`config.mk`:
```
export PLATFORM = sky130hd
export DESIGN_NAME = fir_decim_sat_flat
export DESIGN_NICKNAME = d
export VERILOG_FILES = /design/src/rtl/fir_decim_sat_if.sv /design/src/rtl/fir_decim_sat.sv /design/src/flat_wrapper.sv
export SDC_FILE = /design/constraint.sdc
export NUM_CORES = 1
export LEC_CHECK = 0
export CAP_MARGIN = 15
export CORE_UTILIZATION = 50
export CTS_CLUSTER_DIAMETER = 60
export DETAILED_ROUTE_END_ITERATION = 7
export GPL_TIMING_DRIVEN = 0
export PLACE_DENSITY = 0.74
export REMOVE_ABC_BUFFERS = 1
export SLEW_MARGIN = 10
export SYNTH_ARGS = -nofsm -noshare
export SYNTH_HDL_FRONTEND = slang
export SYNTH_SLANG_ARGS = --single-unit
```
`constraint.sdc`:
```
create_clock -name clk -period 4.8 [get_ports clk]
set_clock_uncertainty 0.2 [all_clocks]
set_input_delay 0.96 -clock clk [delete_from_list [all_inputs] [get_ports clk]]
set_output_delay 0.96 -clock clk [all_outputs]
set_load 0.01 [all_outputs]
```
`src/rtl/fir_decim_sat_if.sv`:
```
// ---------------------------------------------------------------------------
// fir_decim_sat_if
// Sample-stream bundle between the FIR output and the decimating output stage.
//   din_vld  : input sample enable
//   din      : signed FIR output sample (DIN_W)
//   sync_clr : synchronous frame restart
//   ovf_clr  : synchronous clear of the sticky overflow flag
//   dout     : signed decimated, scaled, saturated sample (DOUT_W)
//   dout_vld : one-cycle strobe, dout updated
//   ovf      : sticky saturation flag
// Modports: master drives the sample side, slave is the decimator.
// ---------------------------------------------------------------------------
interface fir_decim_sat_if #(
    parameter int DIN_W  = 22,
    parameter int DOUT_W = 16
);
    logic                     din_vld;
    logic signed [DIN_W-1:0]  din;
    logic                     sync_clr;
    logic                     ovf_clr;
    logic signed [DOUT_W-1:0] dout;
    logic                     dout_vld;
    logic                     ovf;

    modport master (
        output din_vld, din, sync_clr, ovf_clr,
        input  dout, dout_vld, ovf
    );

    modport slave (
        input  din_vld, din, sync_clr, ovf_clr,
        output dout, dout_vld, ovf
    );
endinterface

```
`src/rtl/fir_decim_sat.sv`:
```
// ---------------------------------------------------------------------------
// fir_decim_sat
// Integrate-and-dump decimator placed after the 6-tap FIR. Sums DEC = 2**LOG2_DEC
// accepted samples, arithmetically shifts the sum right by SHIFT, saturates it to
// DOUT_W bits and emits it with a one-cycle valid strobe.
// Ports:
//   clk  : system clock
//   rst  : asynchronous reset, active-high
//   bus  : fir_decim_sat_if.slave (din_vld, din, sync_clr, ovf_clr -> dout,
//          dout_vld, ovf)
// Configuration macro FIR_DECIM_ROUND_EN:
//   defined     -> round half up before the shift
//   not defined -> truncate toward -inf
// ---------------------------------------------------------------------------
module fir_decim_sat #(
    parameter int DIN_W    = 22,
    parameter int DOUT_W   = 16,
    parameter int LOG2_DEC = 3,
    parameter int SHIFT    = 9
) (
    input  logic           clk,
    input  logic           rst,
    fir_decim_sat_if.slave bus
);
    localparam int DEC   = 1 << LOG2_DEC;
    localparam int ACC_W = DIN_W + LOG2_DEC;
    localparam int EXT_W = ACC_W + 1;
    localparam int CNT_W = (LOG2_DEC > 0) ? LOG2_DEC : 1;

    localparam logic [CNT_W-1:0]        CNT_ZERO = {CNT_W{1'b0}};
    localparam logic [CNT_W-1:0]        CNT_ONE  = CNT_W'(1'b1);
    localparam logic [CNT_W-1:0]        CNT_LAST = CNT_W'(DEC - 1);
    localparam logic signed [ACC_W-1:0] ACC_ZERO = {ACC_W{1'b0}};
    localparam logic signed [EXT_W-1:0] OUT_MAX  = {{(EXT_W-DOUT_W+1){1'b0}}, {(DOUT_W-1){1'b1}}};
    localparam logic signed [EXT_W-1:0] OUT_MIN  = {{(EXT_W-DOUT_W+1){1'b1}}, {(DOUT_W-1){1'b0}}};
`ifdef FIR_DECIM_ROUND_EN
    localparam logic signed [EXT_W-1:0] HALF_LSB = {{(EXT_W-1){1'b0}}, 1'b1} << (SHIFT - 1);
`endif

    // Returns {clamped, word}: value limited to the signed DOUT_W range.
    function automatic logic [DOUT_W:0] sat_word(input logic signed [EXT_W-1:0] v);
        logic [DOUT_W:0] r;
        if (v > OUT_MAX) begin
            r = {1'b1, OUT_MAX[DOUT_W-1:0]};
        end else if (v < OUT_MIN) begin
            r = {1'b1, OUT_MIN[DOUT_W-1:0]};
        end else begin
            r = {1'b0, v[DOUT_W-1:0]};
        end
        return r;
    endfunction

    logic [CNT_W-1:0]         cnt_r, cnt_nxt_s;
    logic signed [ACC_W-1:0]  acc_r, acc_nxt_s;
    logic signed [DOUT_W-1:0] dout_r, dout_nxt_s;
    logic                     vld_r, vld_nxt_s;
    logic                     ovf_r, ovf_nxt_s;

    logic                     first_s;
    logic                     last_s;
    logic signed [ACC_W-1:0]  sum_s;
    logic signed [EXT_W-1:0]  biased_s;
    logic signed [EXT_W-1:0]  scaled_s;
    logic                     clamp_s;
    logic signed [DOUT_W-1:0] sat_s;

    // Datapath: running sum including the current sample, scaling and saturation.
    always_comb begin
        // A restart makes the incoming sample the first of a fresh frame.
        first_s = bus.sync_clr || (cnt_r == CNT_ZERO);
        if (LOG2_DEC == 0) begin
            last_s = 1'b1;
        end else if (bus.sync_clr) begin
            last_s = 1'b0;
        end else begin
            last_s = (cnt_r == CNT_LAST);
        end
        sum_s = (first_s ? ACC_ZERO : acc_r) + ACC_W'(bus.din);
        // One guard bit so the rounding offset cannot overflow the sum.
`ifdef FIR_DECIM_ROUND_EN
        biased_s = EXT_W'(sum_s) + HALF_LSB;
`else
        biased_s = EXT_W'(sum_s);
`endif
        scaled_s           = biased_s >>> SHIFT;
        {clamp_s, sat_s}   = sat_word(scaled_s);
    end

    // Next-state: phase counter, accumulator, output word, strobe and sticky flag.
    always_comb begin
        cnt_nxt_s  = cnt_r;
        acc_nxt_s  = acc_r;
        dout_nxt_s = dout_r;
        vld_nxt_s  = 1'b0;
        ovf_nxt_s  = ovf_r;
        if (bus.din_vld) begin
            acc_nxt_s = sum_s;
            if (LOG2_DEC == 0) begin
                cnt_nxt_s = CNT_ZERO;
            end else if (bus.sync_clr) begin
                cnt_nxt_s = CNT_ONE;
            end else begin
                cnt_nxt_s = cnt_r + CNT_ONE;
            end
            if (last_s) begin
                dout_nxt_s = sat_s;
                vld_nxt_s  = 1'b1;
            end else begin
                dout_nxt_s = dout_r;
            end
        end else if (bus.sync_clr) begin
            cnt_nxt_s = CNT_ZERO;
            acc_nxt_s = ACC_ZERO;
        end else begin
            cnt_nxt_s = cnt_r;
        end
        // A new clamp wins over a simultaneous clear.
        if (vld_nxt_s && clamp_s) begin
            ovf_nxt_s = 1'b1;
        end else if (bus.ovf_clr) begin
            ovf_nxt_s = 1'b0;
        end else begin
            ovf_nxt_s = ovf_r;
        end
    end

    // State registers with asynchronous reset.
    always_ff @(posedge clk or posedge rst) begin
        if (rst) begin
            cnt_r  <= CNT_ZERO;
            acc_r  <= ACC_ZERO;
            dout_r <= {DOUT_W{1'b0}};
            vld_r  <= 1'b0;
            ovf_r  <= 1'b0;
        end else begin
            cnt_r  <= cnt_nxt_s;
            acc_r  <= acc_nxt_s;
            dout_r <= dout_nxt_s;
            vld_r  <= vld_nxt_s;
            ovf_r  <= ovf_nxt_s;
        end
    end

    assign bus.dout     = dout_r;
    assign bus.dout_vld = vld_r;
    assign bus.ovf      = ovf_r;
endmodule

```
`src/flat_wrapper.sv`:
```
// flat-port wrapper written by rule: the top's interface ports become plain ports
module fir_decim_sat_flat 
#(
    parameter int DIN_W    = 22,
    parameter int DOUT_W   = 16,
    parameter int LOG2_DEC = 3,
    parameter int SHIFT    = 9
)
  (clk, rst, bus_din_vld, bus_din, bus_sync_clr, bus_ovf_clr, bus_dout, bus_dout_vld, bus_ovf);
  fir_decim_sat_if #(.DIN_W(DIN_W), .DOUT_W(DOUT_W)) bus_i ();
  input  logic clk;
  input  logic rst;
  input wire logic [$bits(bus_i.din_vld)-1:0] bus_din_vld;
  input wire logic [$bits(bus_i.din)-1:0] bus_din;
  input wire logic [$bits(bus_i.sync_clr)-1:0] bus_sync_clr;
  input wire logic [$bits(bus_i.ovf_clr)-1:0] bus_ovf_clr;
  output wire logic [$bits(bus_i.dout)-1:0] bus_dout;
  output wire logic [$bits(bus_i.dout_vld)-1:0] bus_dout_vld;
  output wire logic [$bits(bus_i.ovf)-1:0] bus_ovf;
  assign bus_i.din_vld = bus_din_vld;
  assign bus_i.din = bus_din;
  assign bus_i.sync_clr = bus_sync_clr;
  assign bus_i.ovf_clr = bus_ovf_clr;
  assign bus_dout = bus_i.dout;
  assign bus_dout_vld = bus_i.dout_vld;
  assign bus_ovf = bus_i.ovf;
  fir_decim_sat #(.DIN_W(DIN_W), .DOUT_W(DOUT_W), .LOG2_DEC(LOG2_DEC), .SHIFT(SHIFT)) u_core (.clk(clk), .rst(rst), .bus(bus_i));
endmodule
```
# == After elaboration in Yosys (flattened, before gate mapping) ==
# Index checks and enable logic that the tools add are counted.
# classes
addsub,2
reduce_logical,6
magnitude_cmp,2
mux,13
eq_ne,1
# ops
cell,n
$mux 25,3
$mux 17,2
$add 25x22->25,1
$gt 16x16->1 const B,1
$lt 16x16->1 const B,1
$mux 3,3
$mux 1,5
$reduce_bool 2->1,2
$add 3x1->3 const B,1
$eq 3x3->1 const B,1
$logic_not 3->1,1
$reduce_and 2->1,1
$logic_and 1x1->1,1
$logic_or 1x1->1,1
# totals
word_cells,29
inputBits,27
reg_bits,46

# == Depth between registers and ports, before layout ==
# depth
ltp_word,9
ltp_mapped,15
ltp_nobuf,14

# == Worst setup path after synthesis ==
# No wires, ideal clock.
# synth_timing
kind,input-to-reg
from,in bus_sync_clr
to,"reg u_core.dout_r[15], in the netlist u_core.bus.dout[15]"
stages,13
path_slack_ns,1.015
t_arrival_ns,3.460
path_cell_list,a21oi_1 clkbuf_1 and2_1 ha_1 inv_1 fa_1 nor2b_4 o31a_4 a21oi_2 a211oi_2 nor2_2 xnor3_1 mux2_2
# synth_between
elab_chain_len,6
# synth_lines
item,line_no,text
"start, declared",flat_wrapper.sv:15,input wire logic [$bits(bus_i.sync_clr)-1:0] bus_sync_clr;
$logic_or 1x1->1,fir_decim_sat.sv:70,first_s = bus.sync_clr || (cnt_r == CNT_ZERO);
$mux 25,fir_decim_sat.sv:78,sum_s = (first_s ? ACC_ZERO : acc_r) + ACC_W'(bus.din);
$add 25x22->25,fir_decim_sat.sv:78,
$lt 16x16->1,fir_decim_sat.sv:45,end else if (v < OUT_MIN) begin
$mux 17,fir_decim_sat.sv:45,
$mux 17,fir_decim_sat.sv:43,if (v > OUT_MAX) begin
"end signal, assigned",fir_decim_sat.sv:132,dout_r <= {DOUT_W{1'b0}};
"end signal, assigned",fir_decim_sat.sv:138,dout_r <= dout_nxt_s;
"end, declared",fir_decim_sat.sv:55,"logic signed [DOUT_W-1:0] dout_r, dout_nxt_s;"
# Several ways; a longest one is shown, not always the timed one.
# A chain may end at the register's enable or synchronous reset.

# == Final worst setup path ==
# layout_timing
from,in bus_sync_clr
to,"reg u_core.dout_r[11], in the netlist u_core.bus.dout[11]"
# Same word-level chain as after synthesis.

==> qor.yml <==
run_status:
  outcome: "complete, but fails checks"
  violations: "design-rule violations"
global_routing:
  grt.busiest_layer: "met2"
  grt.met1_usage_pct: 29.7
  grt_pass1_wl_um: 13600
  antenna_found_initial: 0
  grt_pass1_vias: 2969
  gr-total-overflow: 0
  grt_max_degree: 32
  use_met3_pct: 3.66
  grtUsageMet2_pct: 41.9
  grt_usage_pct: 23.8
yosys:
  synthArstFlopShare_pct: 100
  yosys_warnings: 0
  ys_ff_latch: 46
  seq_area_frac_synth_pct: 34.3
  synth-edff-count: 0
  synth.avg_cell_area_um2: 8.82
  synth_area_mm2: 0.00335
  ys.flop_type: "dfrtp_1"
  postSynthCellCount: 380
  synthDistinctLibCells: 52
hold_path:
  hold_end: "u_core.bus.dout[7]"
  hold_path_depth: 2
  min_path_type: "flop to flop"
  hold_start: "u_core.bus.dout[7]"
timing:
  setup_tns_ns: 0
  period_share_pct: 87.3
  fin_crit_ns: 4.19
  slew_headroom_pct: 38.8
  fin_ws_ns: 0.611
  tightest_slew_ns: 0.917
  fmax_mhz: 239
  rsz0062_at_grt: "false"
  holdWs_ns: 0.279
  final-setup-viol-count: 0
  hold_viol: 0
  slew_viol_final: 0
clocking:
  cts-root-buf: "clkbuf_8"
  holdBufCountCts: 0
  cts_tree: "yes"
  cts_resized: 0
  path_clk_slew_ns: 0.09
  cts_buffers: 5
  h-tree-depth: 2
  cts_max_path_buffers: 2
  insertion_delay_ns: 0.31
  post_cts_buffers: 0
  clock-sinks: 46
place:
  dp_hpwl_um: 5630
  io_buffers: 44
  dpl_worst_slack_ns: 0.273
  globalplace.congestion: 0.833
  dp.cells: 489
  place_area_mm2: 0.00386
cells_and_area:
  final_common_cell: "nand2_1"
  fillers: 573
  final_nets: 474
  mostFrequentLayoutCells: "55 x nand2_1, 46 x dfrtp_1, 43 x clkdlybuf4s50_1"
  multi_input_area_mm2: 0.00210
  sequential_cell_area_mm2: 0.00115
  utilization_pct: 61.8
  final_cells: 497
  design_area_mm2: 0.00397
  diodes: 0
  area_delta_synth_final_pct: 18.4
  drive_gt1_share_pct: 9.76
critical_path:
  startpoint: "bus_sync_clr"
  arrival_ns: 4.19
  cp_num_buf_inv: 2
  slowest_stage: "clkdlybuf4s50_1"
  end_kind: "flop"
  critPathKind: "input port to flop"
  crit_required_ns: 4.80
  crit_fanout: 13
  path_delay_family: "compound AO/OA/AOI/OAI gates"
  timing.rr.start: "u_core.cnt_r[0]"
  timing.rr.end: "u_core.bus.dout[11]"
  path_cells: "clkdlybuf4s50_1 > a21oi_2 > and2_1 > ha_1 > inv_1 > fa_1 > nor2b_4 > o31a_4 > a21oi_2 > a21oi_1 > a21oi_1 > xnor2_1 > mux2_2"
  start_kind: "input port"
  r2r_cells: 14
  cp_slowest_stage_delay_ns: 0.49
  regToRegSetupSlack_ns: 1.09
floorplan:
  start_util_pct: 52.2
  rows: 29
  dieWidth_um: 83.9
  ios: 45
  die_y_um: 83.9
  dieArea_mm2: 0.00704
  coreArea_mm2: 0.00642
drt:
  routed_wirelength_um: 7810
  route.vias.total: 2924
  drc: 4
  ant_nets: 0
  vias_per_cell: 5.88
  firstDrtPassIters: 6
  routedWlPerCell_um: 15.7
  drt_iter0_drc: 131
power_and_ir_drop:
  ir_drop_mv: 0.171
  p_leak_nw: 1.90
  finalPower_mw: 1.15
  p_per_area_mw_per_mm2: 289
flow_run:
  maxCapViolCount: 0
-- where the power goes --
group / internal, mW / total, mW / switching, mW / leakage (nW)
logic: 0.177 / 0.392 / 0.215 / 1.23
registers: 0.437 / 0.461 / 0.0241 / 0.603
clock network: 0.153 / 0.292 / 0.138 / 0.0579
total: 0.768 / 1.15 / 0.378 / 1.90
-- kinds of logic after synthesis --
| kind of cell | synth area share [%] |
|---|---|
| adders and majority gates | 10.7 |
| AOI/OAI and AO/OA | 22.1 |
| DFF | 34.3 |
| and+or+nand+nor | 20.0 |
| xor gates and xnor gates | 5.37 |
| buffers and inverters | 3.25 |
| muxes | 4.29 |
-- routing by layer --
| metal | routed length, um | vias to the layer above |
|---|---|---|
| met4 | 146 | 0 |
| met3 | 318 | 13 |
| met5 | 0 | - |
| li1 | - | 1428 |
| met2 | 3740 | 70 |
| met1 | 3600 | 1413 |
-- final cells by class --
| type | count | area share [%] |
|---|---|---|
| sequential | 46 | 29.0 |
| tap | 77 | 2.43 |
| inverter | 13 | 1.23 |
| multi-input combinational | 307 | 52.8 |
| clock inverter | 3 | 1.01 |
| clock buffer | 5 | 1.73 |
| timing repair buffer | 46 | 11.8 |
-- cell usage after synthesis (7+ instances only) --
library cell   n  share of area, %
and3_1         9               1.7
xor2_1        10               2.6
clkbuf_1       9               1.0
xnor2_1        8               2.1
o21ai_0       31               4.6
ha_1          27                10
a21oi_1       27               4.0
dfrtp_1       46                34
nor2_1        17               1.9
inv_1         13               1.5
mux2_2         7               2.4
and2_1        24               4.5
nand2_1       55               6.2
a21o_1        14               3.1
-- sequential cells by signal, summed over array words and instances, names as in the netlist --
name	count
u_core.bus.dout_vld	1
u_core.cnt_r	3
u_core.acc_r	25
u_core.bus.dout	16
u_core.bus.ovf	1
-- how the worst max path moves through the flow --
stage                                to  slack (ns)  depth (start not counted)
floorplan           u_core.bus.dout[15]        0.79                         12
global placement    u_core.bus.dout[15]       -0.64                         13
detailed placement  u_core.bus.dout[11]        0.27                         13
CTS                 u_core.bus.dout[15]        0.59                         13
global route        u_core.bus.dout[11]        0.37                         13
finish              u_core.bus.dout[11]        0.61                         13
-- worst reg2reg max path: stages (launching register included) --
cell and delay (ns):
dfrtp_1 0.38, inv_1 0.07, ha_1 0.21, a21oi_2 0.48
and2_1 0.21, ha_1 0.21, inv_1 0.07, fa_1 0.42
nor2b_4 0.16, o31a_4 0.17, a21oi_2 0.07, a21oi_1 0.33
a21oi_1 0.18, xnor2_1 0.17, mux2_2 0.28
Note: power is estimated with default switching activity, not from simulation.
